[config.mk]
export PLATFORM = sky130hd
export DESIGN_NAME = instruction_fetch_unit
export DESIGN_NICKNAME = d
export VERILOG_FILES = /design/src/rtl/instruction_fetch_unit_pkg.sv /design/src/rtl/instruction_fetch_unit_ifid_register.sv /design/src/rtl/instruction_fetch_unit.sv
export SDC_FILE = /design/constraint.sdc
export NUM_CORES = 1
export LEC_CHECK = 0
export CORE_AREA = 5 5 119 121
export CTS_CLUSTER_SIZE = 20
export DETAILED_ROUTE_END_ITERATION = 8
export DIE_AREA = 0 0 124 126
export GPL_TIMING_DRIVEN = 0
export PLACE_DENSITY = 0.78
export SKIP_CTS_REPAIR_TIMING = 1
export SYNTH_ARGS = -nofsm -noshare
export SYNTH_HDL_FRONTEND = slang
export SYNTH_SLANG_ARGS = --single-unit
[constraint.sdc]
create_clock -name CLK -period 2.3 [get_ports CLK]
set_clock_uncertainty 0.1 [all_clocks]
set_input_delay 0.46 -clock CLK [delete_from_list [all_inputs] [get_ports CLK]]
set_output_delay 0.46 -clock CLK [all_outputs]
set_load 0.05 [all_outputs]
[src/rtl/instruction_fetch_unit_pkg.sv]
// Shared fetch-stage definitions: word width, default encodings and the IF/ID payload.
package instruction_fetch_unit_pkg;

  localparam int XLEN = 32;

  localparam logic [XLEN-1:0] RESET_PC_DEF  = 32'h0000_0000;
  localparam logic [XLEN-1:0] PC_STEP_DEF   = 32'd4;
  localparam logic [XLEN-1:0] NOP_INSTR_DEF = 32'h0000_0000;

  typedef struct packed {
    logic [XLEN-1:0] instr;
    logic [XLEN-1:0] pc;
    logic [XLEN-1:0] pcplus4;
    logic            valid;
  } ifid_t;

endpackage

[src/rtl/instruction_fetch_unit_ifid_register.sv]
// IF/ID pipeline register. A bubble load wins over hold; a bubble keeps the
// previous pc/pcplus4 and only replaces the instruction and clears valid.
module ifid_register
  import instruction_fetch_unit_pkg::*;
#(
  parameter logic [XLEN-1:0] NOP_INSTR = NOP_INSTR_DEF
) (
  input  logic  clk,
  input  logic  rst,
  input  logic  hold,
  input  logic  bubble,
  input  ifid_t d,
  output ifid_t q
);

  always_ff @(posedge clk) begin
    if (rst) begin
      q.instr   <= NOP_INSTR;
      q.pc      <= '0;
      q.pcplus4 <= '0;
      q.valid   <= 1'b0;
    end else if (bubble) begin
      q.instr   <= NOP_INSTR;
      q.valid   <= 1'b0;
    end else if (!hold) begin
      q <= d;
    end
  end

endmodule

[src/rtl/instruction_fetch_unit.sv]
// Fetch stage: PC register, next-PC selection and the IF/ID capture.
// Priority per edge: RST > branchTaken > stall > normal.
module instruction_fetch_unit
  import instruction_fetch_unit_pkg::*;
#(
  parameter logic [XLEN-1:0] RESET_PC  = RESET_PC_DEF,
  parameter logic [XLEN-1:0] PC_STEP   = PC_STEP_DEF,
  parameter logic [XLEN-1:0] NOP_INSTR = NOP_INSTR_DEF
) (
  input  logic            CLK,
  input  logic            RST,
  output logic [XLEN-1:0] instructionAddress,
  input  logic [XLEN-1:0] instruction,
  input  logic            stall,
  input  logic            flush,
  input  logic            branchTaken,
  input  logic [XLEN-1:0] branchTarget,
  output logic [XLEN-1:0] ifidInstruction,
  output logic [XLEN-1:0] ifidPC,
  output logic [XLEN-1:0] ifidPCPlus4,
  output logic            ifidValid,
  output logic            misalignedTarget
);

  logic [XLEN-1:0] pc;
  logic [XLEN-1:0] pc_seq;
  logic            ifid_hold;
  logic            ifid_bubble;
  ifid_t           ifid_d;
  ifid_t           ifid_q;

  assign pc_seq = pc + PC_STEP;

  // A taken redirect squashes whatever sits in IF/ID, even a stalled entry.
  assign ifid_bubble = branchTaken | flush;
  assign ifid_hold   = stall;

  always_ff @(posedge CLK) begin
    if (RST) begin
      pc               <= RESET_PC;
      misalignedTarget <= 1'b0;
    end else begin
      misalignedTarget <= branchTaken & (|branchTarget[1:0]);
      if (branchTaken)
        pc <= {branchTarget[XLEN-1:2], 2'b00};
      else if (!stall)
        pc <= pc_seq;
    end
  end

  always_comb begin
    ifid_d         = '0;
    ifid_d.instr   = instruction;
    ifid_d.pc      = pc;
    ifid_d.pcplus4 = pc_seq;
    ifid_d.valid   = 1'b1;
  end

  ifid_register #(
    .NOP_INSTR (NOP_INSTR)
  ) u_ifid (
    .clk    (CLK),
    .rst    (RST),
    .hold   (ifid_hold),
    .bubble (ifid_bubble),
    .d      (ifid_d),
    .q      (ifid_q)
  );

  assign instructionAddress = pc;
  assign ifidInstruction    = ifid_q.instr;
  assign ifidPC             = ifid_q.pc;
  assign ifidPCPlus4        = ifid_q.pcplus4;
  assign ifidValid          = ifid_q.valid;

endmodule
==> results.md <==
* Status: completed
* First-pass GRT wire length at 30.37 mm
* Vias per cell at 5.590
* Most used flip-flop cell after synthesis: dfxtp_1
* Crit path cell chain: clkdlybuf4s50_1
* Buf/Inv on CP at 1
* Sequential area share after synthesis at 0.4390
* Worst-Margin Slew at 0.7604 ns
* Drt initial violations at 496
* Post-Syn Area per Cell at 8.414 sq um
* Warnings, synthesis at 0
* DRC at 0
* Setup violations, final at 0
* Post-Synth Simple-Gate Area at 0.2503
* Ant. Diodes at 0
* CP top delay family: buffers and inverters
* Worst Hold Path EP: u_ifid.q[0]
* WP data required at 1.74 ns
* Drt first pass iters at 5
* Layout cell share with drive strength beyond 1 at 0.1180
* Synth Area in Compound Gates at 0.1500
* Worst R2R Setup Slack at 0.07 ns
* Largest family of logic cells by synthesized area: simple AND/OR/NAND/NOR gates
* Async SR Flop Fraction at 0
* Max Root-Sink Buffers at 2
* Die height at 126 microns
* Mapped cell area at 5654 sq um
* XOR/XNOR share of the synthesized area at 0.03563
* CP Class: flop to primary output
* CTS buffer count at 17
* DRT Wirelength at 20.14 mm
* Clk slew on worst S/H paths at 0.06 ns
* Htree depth at 4
* Post-synth EDFFs at 0
* Min-Delay Path Class: flop to flop
* CP endpoint kind: primary output
* Post-synthesis adder-cell area fraction at 0.002213
* Global placement routability congestion at 0.9440
* Synth area leader: dfxtp_1
* Total die area at 15,620 sq um
* Global route total overflow at 0
* Crit Path Max Fanout at 8
* CP Data Arrival Time at 1.72 ns
* Largest net degree at the start of global routing at 17
* Worst r2r path cells at 6
* Slowest-stage cell, CP: clkdlybuf4s50_1
* Unrepaired setup endpoints after global routing: yes
* CTS tree: done
* Die extent in x at 124 microns
* Max-cap violations at 0
* Via count at 6,054
* Most frequent cell after synthesis: dfxtp_1
* Max Slew Vio Count at 0
* FF-to-FF End: u_ifid.q[31]
* Slew HR at 0.4892
* Core area at 12,980 sq um
* Post-synth top cells: 124 x dfxtp_1, 89 x nor2_1, 79 x nand2_1
* Final worst path period need at 2.285 ns
* CP max stage delay at 0.85 ns
* Yosys top cell area share at 0.4390
* Final Total Pwr at 6008 uW
* Root Driver: clkbuf_16
* Final Cycle Share at 0.9934
* Starting Density at 0.4356
* Syn Inst Count at 672
* Max VDD drop at 506.8 uV
* Setup_tns at 0 ns
* Distinct cell type count after synthesis at 53
* Dpl hpwl at 14.20 mm
* Io pins at 199
* Initial antenna violation count at 0
* Hold Path Origin: u_ifid.q[0]
* Hold depth at 2
* Post-DP Area at 7843 sq um
* Critical R2R Launch: instructionAddress[24]
* Vias in the first global route at 5,526
* Final-stage net count at 964
* Pwr dens at 696.3 nW/um^2
* Mux contribution to synthesized area at 0.05842
* Leakage at 0.003217 uW
* Wire per inst at 18.59 microns
* Clk Latency, worst-skew pair at 0.42 ns
* Final instance area at 8630 sq um
* CTS Sinks at 124
* Synthesis-to-layout area growth at 52.62%
* Synth area leaders: dfxtp_1 44%, nor2_1 5.9%, mux2i_1 5.8%
* Antenna viol nets, final at 0
* #FFs+latches synth at 124
* Worst setup SP type: flop
* GRT Overall Usage at 0.2507
* Cell Rows at 42
* Final hold viol count at 0
* Port Buffers at 192
* Hold slack at 0.3479 ns
* FMAX at 437.7 MHz
[area by class of cell]
type / instances / area [sq um]
tap: 176 / 220.2
buffer: 69 / 337.8
clock buffer: 25 / 496.7
fill: 1067 / 4350
timing repair buffer: 199 / 1997
multi-input combinational: 470 / 2934
sequential: 124 / 2510
inverter: 13 / 48.80
clock inverter: 7 / 85.08
[flip-flops by register name (all words and copies together) (netlist names)]
name and count:
u_ifid.q 93, instructionAddress 30, misalignedTarget 1
[where the power goes]
part	switching, uW	total [uW]	internal (uW)
registers	79.7	2320	2240
logic	645	1030	384
clock network	954	2660	1710
[layer usage]
metal	wire length, microns	global-route usage	share of wire
met1	7927	0.3154	0.39
met2	9293	0.3917	0.46
met3	2254	0.08879	0.11
met4	658	0.09858	0.033
met5	0	0	0
[worst max path at each step]
stage,from,to,slack [ns],depth (start not counted)
floorplan,instructionAddress[4],instructionAddress[19],0.03,6
global placement,stall,u_ifid.q[59],-0.98,6
detailed placement,stall,u_ifid.q[55],-1.03,6
CTS,stall,u_ifid.q[55],-0.64,6
global route,instructionAddress[13],u_ifid.q[31],-0.03,5
finish,instructionAddress[15],instructionAddress[15],0.02,1
[cell usage in the layout (no fill, tap or decap), types with 18 or more instances in the layout]
cell type	Yosys	routed
nor4_1	22	20
dfxtp_1	124	106
xnor2_1	19	19
clkbuf_1	42	37
clkdlybuf4s50_1	0	183
a211oi_1	27	27
nand2_1	79	79
mux2i_1	33	33
clkbuf_16	0	18
nor2_1	89	89
a21oi_1	42	42
[worst register-to-register path, cell delays in order, from the launching register on]
cell	delay, ns
dfxtp_1	0.38
clkbuf_1	0.41
and4_1	0.33
nand4_1	0.11
buf_4	0.18
or3_1	0.36
a311oi_1	0.25
[metrics by stage]
stage	std cells	setup slack, ns	util
after floorplan	677	0.03051	-
after global placement	1045	-0.9773	0.6042
after detailed placement	1045	-1.027	0.6042
after CTS	1077	-0.6352	0.6490
after global routing	1083	-0.02963	0.6648
final	1083	0.01523	0.6648
[cell families (layout without fill, tap and decap cells)]
kind of cell             count (synthesis)  in the layout
AO/OA/AOI/OAI                          125            125
XOR/XNOR                                23             23
adder cells (fa/ha/maj)                  1              1
buffers and inverters                   83            313
flip-flops                             124            124
multiplexers                            33             33
other                                    1              6
AND/OR/NAND/NOR                        282            282
Power figures use the tool's default switching activity.
